[config.mk]
export PLATFORM = sky130hd
export DESIGN_NAME = eq_vector_driver
export DESIGN_NICKNAME = d
export VERILOG_FILES = /design/src/rtl/eq_vector_driver.sv
export SDC_FILE = /design/constraint.sdc
export NUM_CORES = 1
export LEC_CHECK = 0
export ABC_AREA = 1
export ABC_CLOCK_PERIOD_IN_PS = 2050
export CORE_ASPECT_RATIO = 0.8
export CORE_MARGIN = 3
export CORE_UTILIZATION = 41
export CTS_CLUSTER_SIZE = 16
export DETAILED_ROUTE_END_ITERATION = 16
export MAX_ROUTING_LAYER = met4
export PLACE_DENSITY = 0.8
export SLEW_MARGIN = 25
export SYNTH_ARGS = -nofsm -noshare
export SYNTH_HDL_FRONTEND = slang
export SYNTH_SLANG_ARGS = --single-unit
[constraint.sdc]
create_clock -name clk -period 2.05 [get_ports clk]
set_input_delay 0.41 -clock clk [delete_from_list [all_inputs] [get_ports clk]]
set_output_delay 0.41 -clock clk [all_outputs]
set_load 0.01 [all_outputs]
[src/rtl/eq_vector_driver.sv]
// Self-test driver for a 32-bit equality comparator.
// Walks a fixed 4-entry vector table, holds each X/Y pair for Settle cycles,
// samples Z once per vector and keeps pass/fail counts plus the first failing index.
module eq_vector_driver #(
  parameter int unsigned Width  = 32,
  parameter int unsigned Settle = 4   // 1..15
) (
  input  logic             clk,
  input  logic             rst_n,
  input  logic             start,
  input  logic             z,
  output logic [Width-1:0] x,
  output logic [Width-1:0] y,
  output logic             busy,
  output logic             done,
  output logic [2:0]       pass_cnt,
  output logic [2:0]       fail_cnt,
  output logic [1:0]       fail_idx,
  output logic             all_pass
);

  typedef enum logic [1:0] {StIdle, StWait, StCheck, StFinish} state_e;

  localparam logic [3:0] CntLoad = 4'(Settle - 1);

  state_e           state_q, state_d;
  logic [1:0]       idx_q, idx_d;
  logic [3:0]       cnt_q, cnt_d;
  logic [Width-1:0] x_q, x_d, y_q, y_d;
  logic             busy_q, busy_d;
  logic             done_q, done_d;
  logic [2:0]       pass_q, pass_d, fail_q, fail_d;
  logic [1:0]       fidx_q, fidx_d;
  logic             allp_q, allp_d;

  function automatic logic [Width-1:0] vec_x(input logic [1:0] i);
    logic [31:0] v;
    case (i)
      2'd0:    v = 32'h0000_0000;
      2'd1:    v = 32'h0000_0001;
      2'd2:    v = 32'hffff_ffff;
      default: v = 32'ha5a5_a5a5;
    endcase
    return Width'(v);
  endfunction

  function automatic logic [Width-1:0] vec_y(input logic [1:0] i);
    logic [31:0] v;
    case (i)
      2'd0:    v = 32'h0000_0000;
      2'd1:    v = 32'h0000_0000;
      2'd2:    v = 32'hff7f_ffff;
      default: v = 32'ha5a5_a5a5;
    endcase
    return Width'(v);
  endfunction

  function automatic logic vec_z(input logic [1:0] i);
    return (i == 2'd0) || (i == 2'd3);
  endfunction

  // State and result registers with synchronous active-low reset.
  always_ff @(posedge clk) begin
    if (!rst_n) begin
      state_q <= StIdle;
      idx_q   <= '0;
      cnt_q   <= '0;
      x_q     <= '0;
      y_q     <= '0;
      busy_q  <= 1'b0;
      done_q  <= 1'b0;
      pass_q  <= '0;
      fail_q  <= '0;
      fidx_q  <= '0;
      allp_q  <= 1'b0;
    end else begin
      state_q <= state_d;
      idx_q   <= idx_d;
      cnt_q   <= cnt_d;
      x_q     <= x_d;
      y_q     <= y_d;
      busy_q  <= busy_d;
      done_q  <= done_d;
      pass_q  <= pass_d;
      fail_q  <= fail_d;
      fidx_q  <= fidx_d;
      allp_q  <= allp_d;
    end
  end

  // Next-state logic: sequences the vectors and scores Z in CHECK.
  always_comb begin
    state_d = state_q;
    idx_d   = idx_q;
    cnt_d   = cnt_q;
    x_d     = x_q;
    y_d     = y_q;
    busy_d  = busy_q;
    done_d  = 1'b0;
    pass_d  = pass_q;
    fail_d  = fail_q;
    fidx_d  = fidx_q;
    allp_d  = allp_q;
    case (state_q)
      StIdle: begin
        if (start) begin
          idx_d   = 2'd0;
          x_d     = vec_x(2'd0);
          y_d     = vec_y(2'd0);
          cnt_d   = CntLoad;
          pass_d  = '0;
          fail_d  = '0;
          fidx_d  = '0;
          allp_d  = 1'b0;
          busy_d  = 1'b1;
          state_d = StWait;
        end
      end
      StWait: begin
        if (cnt_q != 4'd0) cnt_d = cnt_q - 4'd1;
        else               state_d = StCheck;
      end
      StCheck: begin
        // An unknown Z takes the else branch and scores as a fail.
        if (z == vec_z(idx_q)) begin
          pass_d = pass_q + 3'd1;
        end else begin
          fail_d = fail_q + 3'd1;
          if (fail_q == 3'd0) fidx_d = idx_q;
        end
        if (idx_q != 2'd3) begin
          idx_d   = idx_q + 2'd1;
          x_d     = vec_x(idx_q + 2'd1);
          y_d     = vec_y(idx_q + 2'd1);
          cnt_d   = CntLoad;
          state_d = StWait;
        end else begin
          // DONE and ALL_PASS are registered on entry so both show in the FINISH cycle.
          done_d  = 1'b1;
          allp_d  = (fail_d == 3'd0);
          state_d = StFinish;
        end
      end
      StFinish: begin
        busy_d  = 1'b0;
        x_d     = '0;
        y_d     = '0;
        state_d = StIdle;
      end
      default: state_d = StIdle;
    endcase
  end

  assign x        = x_q;
  assign y        = y_q;
  assign busy     = busy_q;
  assign done     = done_q;
  assign pass_cnt = pass_q;
  assign fail_cnt = fail_q;
  assign fail_idx = fidx_q;
  assign all_pass = allp_q;

endmodule

-- After elaboration in Yosys (flattened, before gate mapping)
Index checks and enable logic that the tools add are counted.
- $add $sub $neg: 4
- multiply operators: 0
- divide/modulo/power cells: 0
- $lt $le $gt $ge: 0
- equality and inequality tests: 16
- shift-type cells: 0
- muxes and demuxes: 33
- bitwise logic cells: 0
- reduce and logical (&&, ||, !) cells: 22
- operators by type and width (operator ; number):
    32-bit case mux with 3 select lines ; 3
    32-bit two-way mux ; 3
    32-bit case mux with 2 select lines ; 1
    2-bit != test, second input constant ; 9
    2-bit two-way mux ; 7
    3-bit two-way mux ; 4
    4-bit two-way mux ; 3
    3-bit case mux with 2 select lines ; 2
    4-bit case mux with 3 select lines ; 1
    3-bit AND reduction ; 4
    2-bit == test, second input constant ; 4
    2-bit case mux with 2 select lines ; 2
    2-bit case mux with 4 select lines ; 1
    2-bit AND reduction ; 4
    4-bit AND reduction ; 2
    3-bit by 1-bit adder with 3-bit output, second input constant ; 2
    2-bit logical NOT ; 3
    3-bit logical NOT ; 2
    3-bit nonzero test ; 2
    2-bit by 1-bit == test with 1-bit output, second input constant ; 2
    1-bit two-way mux ; 4
    1-bit case mux with 2 select lines ; 2
    2-bit nonzero test ; 2
    4-bit nonzero test ; 1
    other kinds (5) ; 5
- bits in registers: 83
- latch bits: 0
- memory bits (writable): 0
- bits in read-only memories: 0
- word-level logic and storage cells: 86
- memories kept: 0

-- Logic depth before layout (Yosys ltp)
- word-level depth: 8
- gate-level depth with buffers: 9

-- Least setup slack after synthesis
Ideal clock, no wire load.
- kind: reg2out
- from: reg x[30] (netlist name)
- to: out x[11]
- data arrival time: 1.094 ns
- data required time: 1.640 ns
- slack: 0.546 ns
- stages on the path, launching flop included: 2
- buffers on the path: 1
- cell sequence: dfxtp_1 -> buf_4
- RTL lines (item ; RTL line ; RTL):
    to (decl) ; 12 ; output logic [Width-1:0] x,

==> flow_metrics.py <==
metrics = {
    "clock_network": {
        "clock-sinks": 23,
        "cts_max_level": 1,
        "clock_latency_ns": 0.26,
        "cts_tree": "yes",
        "clock_path_buffers": 2,
        "cts_setup_buffers": 0,
        "clk_pin_slew_ns": 0.08,
        "cts_resized": 0,
        "cts_buffers": 3,
        "cts-root-buf": "clkbuf_8",
        "ctsHoldBuffers": 0,
    },
    "grt": {
        "antenna_found_initial": 0,
        "grt_overflow_total": 0,
        "grt_usage_pct": 14.01,
        "grt_max_degree": 34,
        "grt_pass1_wl_um": 5506,
        "grt_pass1_vias": 1182,
    },
    "timing": {
        "slew-limit-headroom_pct": 75.82,
        "tightest_slew_ns": 0.3599,
        "fin_tns_setup_ns": 0,
        "post-route-min-period_ns": 1.846,
        "setup_viol": 0,
        "post-route-period-util_pct": 90.03,
        "rsz0062_at_grt": "false",
        "clock.fmax_mhz": 541.8,
        "holdWs_ns": 0.4788,
        "skew_ns": 0.001941,
        "drv_slew": 0,
        "hold_violations": 0,
    },
    "final_layout": {
        "nets": 255,
        "nFillCells": 363,
        "stdcell_count": 297,
        "utilization_pct": 54.90,
        "drive_above_1_share_pct": 11.16,
        "syn_to_final_growth_pct": 27.43,
        "n_antenna_cell": 0,
    },
    "setup_path": {
        "critPathLaunch": "x[30]",
        "crit_type": "register to output port",
        "critical_path_arrival_ns": 1.44,
        "cp_max_fo": 33,
        "critPathLaunchType": "register",
        "cp.required_ns": 1.64,
        "worstRegToRegCells": 9,
        "r2r_setup_slack_ns": 0.40,
        "cp-end-kind": "output port",
        "rr_endpoint": "pass_cnt[1]",
        "crit_path_end": "y[19]",
        "r2r_start": "idx_q[0]",
    },
    "power_and_ir_drop": {
        "peakVddDrop_mv": 0.2730,
        "p_per_area_nw_per_um2": 527.8,
        "p_leak_nw": 0.8157,
    },
    "floorplanning": {
        "die_area_um2": 4854,
        "start_util_pct": 43.08,
        "design.core.area_um2": 3854,
        "fp.dieH_um": 62.92,
        "chipWidth_um": 77.15,
        "io_pins": 79,
        "rows": 20,
    },
    "detailed_routing": {
        "dr.first_iter.drc_count": 76,
        "wl_per_cell_um": 10.86,
        "drc": 0,
        "ant_nets": 0,
        "wl_met3_um": 244,
        "met2_length_um": 1418,
        "routed.top_layer": "met4",
        "wl_um": 3226,
        "vias": 1284,
        "avgViaCountPerCell": 4.323,
        "wl_met1_um": 1550,
        "first_pass_iters": 4,
    },
    "placement": {
        "dp_hpwl_um": 2508,
        "dp.cells": 293,
        "routabilityCongestion": 0.7931,
        "port_buffers": 78,
    },
    "yosys": {
        "synth_edf_count": 0,
        "yosysMostFrequentCell": "buf_4",
        "synthArstFlopShare_pct": 0,
        "synth_fp_nets": 230,
        "seq_area_frac_synth_pct": 27.73,
        "synth.distinct_cells": 27,
        "syn_area_um2": 1660,
        "syn_avg_cell_area_um2": 7.616,
        "postSynthCellCount": 218,
        "synth_common_cells": "buf_4 (60), nand2_1 (32), dfxtp_1 (23), a21oi_1 (17), inv_1 (16)",
        "synth_top_area_share_pct": 27.73,
        "ys_seq_elements": 23,
        "synthFlopType": "dfxtp_1",
        "yosys.area.top_type": "dfxtp_1",
        "synth_area_leaders": "dfxtp_1 (28%), buf_4 (27%), nand2_1 (7.2%), ha_1 (6.0%), a21oi_1 (5.1%)",
        "yosysWarnings": 0,
    },
    "job": {
        "maxCapViolCount": 0,
    },
    "min_path": {
        "holdCritPathClass": "register to register",
        "min-delay-start": "y[23]",
    },
    "status": {
        "status": "finished clean",
    },
}
==> metrics by stage <==
step | cell area (um^2) | setup WS, ns | total power [mW]
after global placement | 2071 | 0.2666 | 0.8433
final | 2116 | 0.2044 | 1.117
after global routing | 2116 | 0.08709 | 1.200
after detailed placement | 2071 | 0.2465 | 0.8477
after CTS | 2116 | 0.1719 | 1.130
after floorplan | 1660 | 0.5460 | 0.7659
==> area by class of cell <==
type,count,area [um^2],share of cell area (%)
Clock buffer,4,45.04,2.129
Inverter,22,83.83,3.962
Multi-Input combinational cell,111,646.9,30.57
Sequential cell,23,460.4,21.76
Tap cell,55,68.82,3.253
Timing Repair Buffer,82,810.8,38.32
==> per-layer routing <==
layer / vias up / track usage, %
met4: 0 / 2.667
met2: 48 / 22.95
met1: 554 / 16.75
met3: 2 / 4.899
met5: - / -
li1: 680 / -
==> report_power, final <==
part,leakage (nW),switching [mW],internal (mW)
Clock,0.0228,0.141,0.139
Combinational,0.606,0.204,0.129
Sequential,0.187,0.0242,0.479
==> cell families (layout without fill, tap and decap cells) <==
kind of cell	after synthesis	in the layout	synth area share, %
fa+ha+maj	8	8	6.029
simple gates	72	72	21.18
flops	23	23	27.73
compound gates	28	28	10.17
buf+inv	84	108	33.31
xor+xnor	3	3	1.583
==> sequential cells by signal, summed over array words and instances (netlist names) <==
signal and cells:
idx_q 2, cnt_q 4, pass_cnt 3, y 1, busy 1, done 1
x 3, fail_idx 2, fail_cnt 3, state_q 2, all_pass 1
==> how the worst min path moves through the flow <==
stage / slack [ns] / cells after the start / to
after floorplan: 0.46 / 2 / cnt_q[3]
after global placement: 0.47 / 2 / y[23]
after detailed placement: 0.47 / 2 / y[23]
after CTS: 0.49 / 2 / y[23]
after global routing: 0.52 / 2 / cnt_q[3]
final: 0.48 / 2 / y[23]
==> layout by cell type, fill, tap and decap left out, drive strengths merged <==
| cell type | n |
|---|---|
| a21oi | 20 |
| xnor2 | 1 |
| clkdlybuf4s50 | 78 |
| clkinv | 2 |
| nand4 | 2 |
| clkbuf | 4 |
| ha | 8 |
| nand2 | 37 |
| o211ai | 1 |
| xor2 | 2 |
| dfxtp | 23 |
| o21ai | 7 |
| buf | 4 |
| nand3 | 16 |
| nor3 | 3 |
| inv | 20 |
| nor2 | 14 |
==> critical path, cell delays in order, from the launching register on <==
cell,delay (ns)
dfxtp_1,0.31
buf_4,0.26
clkdlybuf4s50_1,0.60
Power figures use the tool's default switching activity.
